--- src/rtl/imem_loader.sv ---
// imem_loader: boot-time writer for the RV32I instruction memory.
//
// The loader takes a byte stream with this layout:
//   - a 32-bit little-endian word count N
//   - N little-endian instruction words
// Each assembled word is written to consecutive word addresses starting at BASE.
// The core is held in reset until the last word is committed.
//
// Parameters
//   ADDR_W   word-address width of instruction memory (DEPTH = 2**ADDR_W)
//   BASE     byte address of the first written word (4-byte aligned)
//
// Ports
//   clk       rising-edge clock
//   rst       synchronous active-high reset; aborts any load in progress
//   in_valid  in_byte is valid this cycle
//   in_byte   stream byte
//   in_ready  loader accepts a byte this cycle (registered)
//   we        instruction memory write strobe, one-cycle pulse per word
//   waddr     byte address of the write (BASE + 4*index)
//   wdata     instruction word to write
//   core_rst  holds the core in reset until the image is fully written
//   done      image loaded; sticky until rst
//   err       word count exceeds DEPTH; sticky until rst
module imem_loader #(
    parameter int          ADDR_W = 10,
    parameter logic [31:0] BASE   = 32'h0
) (
    input  logic        clk,
    input  logic        rst,
    input  logic        in_valid,
    input  logic [7:0]  in_byte,
    output logic        in_ready,
    output logic        we,
    output logic [31:0] waddr,
    output logic [31:0] wdata,
    output logic        core_rst,
    output logic        done,
    output logic        err
);

    // One bit wider than 32 so that the comparison N > DEPTH stays exact.
    localparam logic [32:0] DEPTH = 33'd1 << ADDR_W;

    typedef enum logic [2:0] {
        S_LEN,
        S_LOAD,
        S_LAST,
        S_DONE,
        S_ERR
    } state_t;

    state_t            state_reg, state_next;
    logic [1:0]        byte_cnt_reg, byte_cnt_next;
    logic [31:0]       count_reg, count_next;
    logic [23:0]       buf_reg, buf_next;
    logic [ADDR_W:0]   index_reg, index_next;
    logic              in_ready_reg, in_ready_next;
    logic              we_reg, we_next;
    logic [31:0]       waddr_reg, waddr_next;
    logic [31:0]       wdata_reg, wdata_next;
    logic              core_rst_reg, core_rst_next;
    logic              done_reg, done_next;
    logic              err_reg, err_next;

    logic              accept;
    logic [31:0]       full_count;
    logic [31:0]       index_ext;

    assign accept     = in_valid && in_ready_reg;
    // The 4th length byte completes N combinationally.
    // This lets the branch decision happen on the accepting edge.
    assign full_count = {in_byte, count_reg[23:0]};
    assign index_ext  = 32'(index_reg);

    always_ff @(posedge clk) begin
        if (rst) begin
            state_reg    <= S_LEN;
            byte_cnt_reg <= '0;
            count_reg    <= '0;
            buf_reg      <= '0;
            index_reg    <= '0;
            in_ready_reg <= 1'b0;
            we_reg       <= 1'b0;
            waddr_reg    <= '0;
            wdata_reg    <= '0;
            core_rst_reg <= 1'b1;
            done_reg     <= 1'b0;
            err_reg      <= 1'b0;
        end else begin
            state_reg    <= state_next;
            byte_cnt_reg <= byte_cnt_next;
            count_reg    <= count_next;
            buf_reg      <= buf_next;
            index_reg    <= index_next;
            in_ready_reg <= in_ready_next;
            we_reg       <= we_next;
            waddr_reg    <= waddr_next;
            wdata_reg    <= wdata_next;
            core_rst_reg <= core_rst_next;
            done_reg     <= done_next;
            err_reg      <= err_next;
        end
    end

    always_comb begin
        state_next    = state_reg;
        byte_cnt_next = byte_cnt_reg;
        count_next    = count_reg;
        buf_next      = buf_reg;
        index_next    = index_reg;
        we_next       = 1'b0;
        waddr_next    = waddr_reg;
        wdata_next    = wdata_reg;

        case (state_reg)
            S_LEN: begin
                if (accept) begin
                    // The 2-bit byte counter wraps to 0 after the 4th byte.
                    // It therefore starts aligned for the first word.
                    byte_cnt_next                         = byte_cnt_reg + 2'd1;
                    count_next[{byte_cnt_reg, 3'b000} +: 8] = in_byte;
                    if (byte_cnt_reg == 2'd3) begin
                        index_next = '0;
                        if (full_count == 32'd0) begin
                            state_next = S_DONE;
                        end else if ({1'b0, full_count} > DEPTH) begin
                            state_next = S_ERR;
                        end else begin
                            state_next = S_LOAD;
                        end
                    end
                end
            end

            S_LOAD: begin
                if (accept) begin
                    byte_cnt_next = byte_cnt_reg + 2'd1;
                    case (byte_cnt_reg)
                        2'd0: buf_next[7:0]   = in_byte;
                        2'd1: buf_next[15:8]  = in_byte;
                        2'd2: buf_next[23:16] = in_byte;
                        default: begin
                            we_next    = 1'b1;
                            wdata_next = {in_byte, buf_reg};
                            waddr_next = BASE + (index_ext << 2);
                            index_next = index_reg + 1'b1;
                            if (index_ext + 32'd1 == count_reg) begin
                                state_next = S_LAST;
                            end
                        end
                    endcase
                end
            end

            // This cycle carries the final write pulse.
            // DONE follows, so the core leaves reset only after that write commits.
            S_LAST:  state_next = S_DONE;
            S_DONE:  state_next = S_DONE;
            S_ERR:   state_next = S_ERR;
            default: state_next = S_LEN;
        endcase
    end

    // Status outputs are registered from the next state.
    // They change on the same edge as the state transition.
    always_comb begin
        in_ready_next = (state_next == S_LEN) || (state_next == S_LOAD);
        done_next     = (state_next == S_DONE);
        err_next      = (state_next == S_ERR);
        core_rst_next = (state_next != S_DONE);
    end

    assign in_ready = in_ready_reg;
    assign we       = we_reg;
    assign waddr    = waddr_reg;
    assign wdata    = wdata_reg;
    assign core_rst = core_rst_reg;
    assign done     = done_reg;
    assign err      = err_reg;

endmodule

--- config.mk ---
export PLATFORM = sky130hd
export DESIGN_NAME = imem_loader
export DESIGN_NICKNAME = d
export VERILOG_FILES = /design/src/rtl/imem_loader.sv
export SDC_FILE = /design/constraint.sdc
export NUM_CORES = 1
export LEC_CHECK = 0
export BUFFER_PORTS_ARGS = -buffer_cell sky130_fd_sc_hd__buf_2
export CORE_AREA = 5 5 108 110
export DETAILED_ROUTE_END_ITERATION = 10
export DIE_AREA = 0 0 113 115
export PLACE_DENSITY = 0.66
export RECOVER_POWER = 50
export SYNTH_ARGS = -nofsm -noshare
export SYNTH_HDL_FRONTEND = slang
export SYNTH_SLANG_ARGS = --single-unit
--- constraint.sdc ---
create_clock -name clk -period 2.15 [get_ports clk]
set_input_delay 0.5375 -clock clk [delete_from_list [all_inputs] [get_ports clk]]
set_output_delay 0.5375 -clock clk [all_outputs]
set_load 0.01 [all_outputs]
== Yosys cells after proc, flatten, opt, wreduce, memory -nomap -nowiden ==
Cells that the tools add are included.
Operators by class
  muxes and demuxes: 15
  reductions and logical operators: 18
  order comparisons: 1
  equality and inequality tests: 16
  shift operators: 2
  add/subtract/negate cells: 4
  bitwise logic cells: 3
Operators with widths (count)
  $mux 11: 4
  $bwmux 32: 1
  $eq 12x32->1: 1
  $gt 32x11->1 const B: 1
  $logic_not 32->1: 1
  $shift 8x7->32 const A: 1
  $shiftx 8x7->32: 1
  $pmux 11 s2: 1
  $mux 3: 7
  $add 11x1->12 const B: 1
  $pmux 3 s4: 1
  $reduce_and 3->1: 4
  $add 11x1->11 const B: 1
  $eq 3x2->1 const B: 3
  $ne 2x2->1 const B: 4
  $neg 5->7: 1
  $eq 3x1->1 const B: 2
  $eq 3x3->1 const B: 2
  $logic_not 3->1: 2
  $reduce_or 3->1: 2
  $reduce_and 5->1: 1
  $eq 2x2->1 const B: 2
  $reduce_and 2->1: 2
  $reduce_or 2->1: 2
  9 further kinds: 11
Word-level totals
  bits of input ports: 11
  output and inout port bits: 69
  register bits after elaboration: 120

== Depth between registers and ports, before layout ==
Gate-level depths: netlist (run 1).
  depth after elaboration: 8
  gate-level depth with buffers: 8

== Worst setup path before layout (run 1) ==
OpenSTA, ideal clock, no wires.
  kind: register to register
  start point: register index_reg[0]
  end point: register state_reg[0]
  cell stages (with the launch flop): 8
  buffers on the path: 0
  period minus slack after synthesis: 1876 ps
  data required time: 2034 ps
  library setup time: 116 ps
  slack: 274 ps
  data arrival time: 1759 ps
  cell sequence: dfxtp_1 ha_1 and3_1 nand2_1 o22a_1 nor4_1 nand4_1 o211a_1
Between the ends
  word-level cells in the longest chain between the ends: 6
RTL lines
  start: declaration: RTL line 57  | logic [ADDR_W:0] index_reg, index_next;
  start signal: assignment: RTL line 95  | index_reg <= index_next;
  $add 11x1->12: RTL line 148  | if (index_ext + 32'd1 == count_reg) begin
  $eq 12x32->1: RTL line 148
  $mux 3: RTL line 148
  $mux 3: RTL line 139  | case (byte_cnt_reg)
  $mux 3: RTL line 137  | if (accept) begin
  $pmux 3 s4: RTL line 116  | case (state_reg)
  end signal: assignment: RTL line 91  | state_reg <= state_next;
  end: declaration: RTL line 53  | state_t state_reg, state_next;
No other way between the ends.
A chain may end at the register's enable or synchronous reset.

== Final worst setup path (run 1) ==
Ends and elaborated chain as after synthesis.

==> results.tsv, run 1 <==
metric	value	unit
clk_latency	0.52	ns
tightest_slew_margin_relative_to_the_limit	0.644	
die-width	113	um
post_synth.cell_area_avg	7.90	um2
start_util	0.481	
worst-r2r-cell-count	7	
cts_max_path_buffers	2	
detailedPlacementHpwl	9250	um
drtPass1Iterations	5	
min_path_type	reg -> reg	
ir_drop	488	uV
hold_path_startpoint	buf_reg[5]$_SDFFE_PP0P_	
hold_depth	2	
route.detailed.drc	0	
syn-cell-area	0.00510	mm2
period_minus_slack	2.03	ns
critPathLaunchType	flop	
floorplan_die_area	0.0130	mm2
static-leakage-power	0.00218	uW
synth_seq_cells	120	
fin_util	0.579	
r2r_setup_slack	0.12	ns
detail_route.vias_per_cell	5.40	
post_drt_wl_per_cell	15.7	um
crit_path_end_kind	flop	
outcome	finished clean	
post_detailed_routing_wire_length	13500	um
timing.final.ws_setup	0.115	ns
number_of_antenna_violations_at_the_first_check_in_global_routing	0	
required	2.56	ns
clockPowerShare	0.552	
finalMaxSlewViolations	0	
critical_path_peak_fanout	8	
core_area	0.0106	mm2
post-synth-top-area-cell	sky130_fd_sc_hd__dfxtp_1	
detailedPlace.worstSlack	0.0459	ns
port_buffers	58	
num-nets-final	725	
setup.worst_path.class	reg -> reg	
layout_common_cells	sky130_fd_sc_hd__nand2_1, sky130_fd_sc_hd__dfxtp_1, sky130_fd_sc_hd__a21oi_1	
cts_root_buf	sky130_fd_sc_hd__clkbuf_8	
power.switching	1240	uW
critical_path_arrival	2.45	ns
row_count	38	
grt_max_degree	65	
async_reset_ff_frac	0	
whs_endpoint	wdata[5]$_SDFFE_PP0P_	
internal_power	4320	uW
hold_violations	0	
final_common_cell	sky130_fd_sc_hd__nand2_1	
ys_dominant_reg_cell	sky130_fd_sc_hd__dfxtp_1	
syn-instance-count	646	
grt.total_usage	0.210	
post_synth_edffs	0	
yosys.cell_types.count	50	
setup_fix_bufs_post_cts	0	
layout_worst_path_cycle_share	0.946	
drtAntennaViolNets	0	
max-cap-violations	0	
seq_power_share	0.405	
tns	0	ns
worst_case_hold_slack	0.452	ns
layout-drive-gt1-share	0.113	
insertedDiodeCount	0	
grt-ovfl-total	0	
power_per_cell_area	905	mW/mm2
worst_slew_pin_slew	0.534	ns
wire_length_of_the_first_global_routing_pass	21900	um
setup_viol_count_final	0	
worst_r2r_endpoint	state_reg[0]$_SDFF_PP0_	
area.sequential	0.00241	mm2
synth_top_cell_area_share	0.471	
tritoncts	yes	
cts.sinks	120	
boundaryPins	80	
finClkSkew	0.00876	ns
post_cts_hold_buffer_count	0	
synth-seq-area-share	0.471	
combinational_power_share	0.043	
clk_pin_slew_worst_paths	0.06	ns
route.vias.total	4643	
multiInputGateArea	0.00242	mm2
nFillCells	984	
cts-buffers-inserted	17	
crit-reg2reg-launch	index_reg[0]$_SDFFE_PP0P_	
routabilityCongestion	0.896	
htree_num_levels	4	
ys_top_cells_by_area	sky130_fd_sc_hd__dfxtp_1, sky130_fd_sc_hd__nand2_1, sky130_fd_sc_hd__a21oi_1	
via_count_of_the_first_global_routing_pass	4469	
grt_setup_unrepaired	false	
ys_warn_count	0	
achievable-frequency	0.491	GHz
drt_iter0_markers	418	
die_height	115	um
area_growth_syn_to_layout	20.4	%
sw_frac_of_total	0.222	
[stage by stage]
stage / area [um2] / cells / power [uW]
finish: 6140 / 860 / 5560
global route: 6140 / 860 / 5720
CTS: 6180 / 860 / 5590
detailed placement: 5540 / 828 / 2530
global placement: 5540 / 828 / 2530
floorplan: 5180 / 666 / 2470
[kinds of logic after synthesis]
family / share of synthesized area
and+or+nand+nor: 0.262
xor gates and xnor gates: 0.0258
buffers and inverters: 0.0731
AOI/OAI and AO/OA: 0.151
adders and majority gates: 0.0172
other: 0.000735
DFF: 0.471
[layout make-up]
class,instances,area share
multi-input combinational,472,0.395
sequential,120,0.392
timing repair buffer,89,0.0762
clock buffer,18,0.0681
clock inverter,14,0.0359
tap,140,0.0285
inverter,7,0.00428
[synth_stat cells, types with 4 or more instances]
cell / count
sky130_fd_sc_hd__and3_1: 7
sky130_fd_sc_hd__nor2_1: 15
sky130_fd_sc_hd__ha_1: 7
sky130_fd_sc_hd__buf_2: 7
sky130_fd_sc_hd__nor4_1: 12
sky130_fd_sc_hd__nand3_1: 63
sky130_fd_sc_hd__inv_1: 6
sky130_fd_sc_hd__nand4_1: 5
sky130_fd_sc_hd__clkbuf_1: 36
sky130_fd_sc_hd__dfxtp_1: 120
sky130_fd_sc_hd__nand2b_1: 4
sky130_fd_sc_hd__xnor2_1: 12
sky130_fd_sc_hd__nand2_1: 160
sky130_fd_sc_hd__o21ai_0: 10
sky130_fd_sc_hd__nor3_1: 4
sky130_fd_sc_hd__a21oi_1: 105
sky130_fd_sc_hd__o31ai_1: 6
sky130_fd_sc_hd__buf_4: 21
[layer usage]
metal	global-route usage	share of wire	wire length, um
met1	0.269	0.45	6050
met2	0.344	0.48	6440
met3	0.0453	0.059	797
met4	0.0929	0.013	176
met5	0	0	0
[worst max-delay path: stages, from the launching register on]
cell                      delay (ns)
sky130_fd_sc_hd__dfxtp_2        0.42
sky130_fd_sc_hd__ha_1           0.19
sky130_fd_sc_hd__and3_1         0.23
sky130_fd_sc_hd__nand2_1        0.12
sky130_fd_sc_hd__o22a_1         0.21
sky130_fd_sc_hd__nor4_1         0.27
sky130_fd_sc_hd__nand4_1        0.22
sky130_fd_sc_hd__o211a_1        0.27
[repair_timing]
| item | CTS | global route |
|---|---|---|
| endpoints found under the setup margin | 0 | 3 |
| endpoints found under the hold margin | 0 | 0 |
| resized for setup | 0 | 8 |
[how the worst max path moves through the flow]
stage	start	to	slack (ns)	cells after the start
finish	index_reg[0]$_SDFFE_PP0P_	state_reg[0]$_SDFF_PP0_	0.12	7
detailed placement	in_byte[1]	in_ready$_SDFF_PP0_	0.05	7
CTS	index_reg[0]$_SDFFE_PP0P_	state_reg[0]$_SDFF_PP0_	0.04	7
floorplan	index_reg[0]$_SDFFE_PP0P_	state_reg[0]$_SDFF_PP0_	0.27	7
global placement	in_byte[1]	in_ready$_SDFF_PP0_	0.14	7
global route	byte_cnt_reg[0]$_SDFFE_PP0P_	index_reg[6]$_SDFFE_PP0P_	0.0008	7
[power groups by stage]
| stage | logic (uW) | registers [uW] | clock network [uW] |
|---|---|---|---|
| finish | 241 | 2250 | 3070 |
| global route | 262 | 2250 | 3210 |
| CTS | 238 | 2250 | 3100 |
| detailed placement | 235 | 2300 | 0 |
| global placement | 232 | 2300 | 0 |
| floorplan | 181 | 2290 | 0 |
(Power assumes the default switching activity.)
==> run 2, diff against run 1 <==
--- a/config.mk
+++ b/config.mk
@@ -6,9 +6,10 @@
 export NUM_CORES = 1
 export LEC_CHECK = 0
 export BUFFER_PORTS_ARGS = -buffer_cell sky130_fd_sc_hd__buf_2
-export CORE_AREA = 5 5 108 110
+export CORE_AREA = 2 2 105 107
+export CTS_CLUSTER_DIAMETER = 100
 export DETAILED_ROUTE_END_ITERATION = 10
-export DIE_AREA = 0 0 113 115
+export DIE_AREA = 0 0 107 109
 export PLACE_DENSITY = 0.66
 export RECOVER_POWER = 50
 export SYNTH_ARGS = -nofsm -noshare
==> results.tsv, run 2 (same netlist as run 1, synthesis figures left out) <==
metric	value	unit	change
drtPass1Iterations	8		+3
required	2.56	ns	about the same
critical_path_arrival	2.40	ns	-0.05 ns
drt_iter0_markers	231		-45%
via_count_of_the_first_global_routing_pass	4298		-3.8%
seq_power_share	0.435		+0.030
area_growth_syn_to_layout	18.5	%	
insertedDiodeCount	0		unchanged
worst_slew_pin_slew	0.594	ns	+0.0604 ns
row_count	38		unchanged
grt.total_usage	0.230		+0.0199
route.detailed.drc	0		unchanged
grt_max_degree	60		-7.7%
num-nets-final	726		+0.14%
post_cts_hold_buffer_count	0		unchanged
max-cap-violations	0		unchanged
sw_frac_of_total	0.231		+0.00914
cts_max_path_buffers	2		unchanged
cts.sinks	120		unchanged
tightest_slew_margin_relative_to_the_limit	0.604		-0.0403
achievable-frequency	0.501	GHz	+1.9%
ir_drop	556	uV	+14%
combinational_power_share	0.046		+0.003
crit_path_end_kind	flop		
setup_viol_count_final	0		unchanged
detail_route.vias_per_cell	5.46		+1.1%
start_util	0.481		unchanged
tns	0	ns	unchanged
finalMaxSlewViolations	0		unchanged
grt_setup_unrepaired	false		
period_minus_slack	2.00	ns	-0.0386 ns
die-width	107	um	-5.3%
layout-drive-gt1-share	0.108		-0.00432
clockPowerShare	0.520		-0.032
setup_fix_bufs_post_cts	0		unchanged
clk_latency	0.52	ns	about the same
ordered_list_of_cells_on_the_worst_path	ha_1 -> and3_1 -> nand2_1 -> o22a_1 -> nor4_1 -> nand4_1 -> o211a_1		
hold_violations	0		unchanged
critPathMaxStageDelay	0.39	ns	-0.03 ns
htree_num_levels	4		unchanged
total_power	5170	uW	-6.9%
finClkSkew	0.00401	ns	-0.00475 ns
grt-ovfl-total	0		unchanged
port_buffers	58		unchanged
worst_case_hold_slack	0.350	ns	-0.101 ns
detailedPlacementHpwl	8960	um	-3.1%
outcome	finished clean		
setup.worst_path.class	reg -> reg		
layout_common_cells	sky130_fd_sc_hd__nand2_1, sky130_fd_sc_hd__dfxtp_1, sky130_fd_sc_hd__a21oi_1		
power_per_cell_area	856	mW/mm2	-5.4%
internal_power	3980	uW	-8.0%
drtAntennaViolNets	0		unchanged
nFillCells	1029		+4.6%
boundaryPins	80		unchanged
min_path_type	in -> reg		
layout_worst_path_cycle_share	0.928		-0.0180
power.switching	1200	uW	-3.1%
die_height	109	um	-5.2%
post_drt_wl_per_cell	15.2	um	-3.2%
routabilityCongestion	0.932		+4.1%
number_of_antenna_violations_at_the_first_check_in_global_routing	0		unchanged
cts_root_buf	sky130_fd_sc_hd__clkbuf_8		
place.detailed.instances	829		+0.12%
route.vias.total	4699		+1.2%
core_area	0.0106	mm2	unchanged
floorplan_die_area	0.0117	mm2	-10%
clk_pin_slew_worst_paths	0.06	ns	about the same
post_cts.resized_instances	0		unchanged
tritoncts	yes		
post_detailed_routing_wire_length	13000	um	-3.1%
slowest_stage	sky130_fd_sc_hd__dfxtp_2		
cts-buffers-inserted	17		unchanged
final_common_cell	sky130_fd_sc_hd__nand2_1		
wire_length_of_the_first_global_routing_pass	21200	um	-3.1%
critical_path_peak_fanout	6		-2
static-leakage-power	0.00213	uW	-2.7%
critPathLaunchType	flop		
fin_cells	861		+0.12%
## run 2: changes by cell type in the layout (fill, tap and decap cells not counted), moves of 2 or more
cell and change:
sky130_fd_sc_hd__bufinv_16 -3, sky130_fd_sc_hd__clkinv_4 -3, sky130_fd_sc_hd__clkinvlp_4 +6, sky130_fd_sc_hd__dfxtp_1 +2, sky130_fd_sc_hd__dfxtp_2 -2, sky130_fd_sc_hd__inv_6 -3
## run 2: final cells by class
class | instances | area [um2] | area share
clock buffers | 20 | 435 | 0.0720
flip-flops and latches | 120 | 2410 | 0.398
multi-input cells | 472 | 2400 | 0.397
clock inverters | 12 | 128 | 0.0211
well taps | 140 | 175 | 0.0290
repair buffers | 90 | 473 | 0.0782
inverters | 7 | 26.3 | 0.00435
## run 2: worst paths after layout
path	depth (start not counted)	startpoint	slack (ns)	to
max	7	index_reg[0]$_SDFFE_PP0P_	0.15	state_reg[0]$_SDFF_PP0_
min	2	rst	0.35	buf_reg[0]$_SDFFE_PP0P_
max reg2reg	7	index_reg[0]$_SDFFE_PP0P_	0.15	state_reg[0]$_SDFF_PP0_
min reg2reg	2	buf_reg[20]$_SDFFE_PP0P_	0.45	wdata[20]$_SDFFE_PP0P_
## run 2: routing by layer
metal | routed length [um] | GRT usage | vias to the layer above
met4 | 193 | 0.0714 | 0
met1 | 5890 | 0.307 | 2208
met5 | 0 | 0 | -
met2 | 6060 | 0.372 | 175
li1 | - | - | 2299
met3 | 905 | 0.0550 | 17
## run 2: power groups by stage
stage | Combinational (uW) | Clock, uW | Sequential, uW
final | 237 | 2690 | 2250
after global routing | 258 | 2810 | 2250
after CTS | 234 | 2710 | 2250
after detailed placement | 232 | 0 | 2300
after global placement | 229 | 0 | 2300
after floorplan | 181 | 0 | 2290
## run 2: worst max-delay path: cells and delay by family (launching register included)
kind | cells | cell delay (ns)
AO/OA/AOI/OAI | 2 | 0.46
adder cells (fa/ha/maj) | 1 | 0.21
flip-flops | 1 | 0.39
AND/OR/NAND/NOR | 4 | 0.83
## run 2: per-stage QoR
| stage | utilization | cell area [um2] | setup WS [ns] |
|---|---|---|---|
| after floorplan | - | 5180 | 0.274 |
| after global placement | 0.523 | 5550 | 0.185 |
| after detailed placement | 0.523 | 5550 | 0.125 |
| after CTS | 0.576 | 6110 | 0.0920 |
| after global routing | 0.570 | 6040 | 0.00491 |
| final | 0.570 | 6040 | 0.154 |
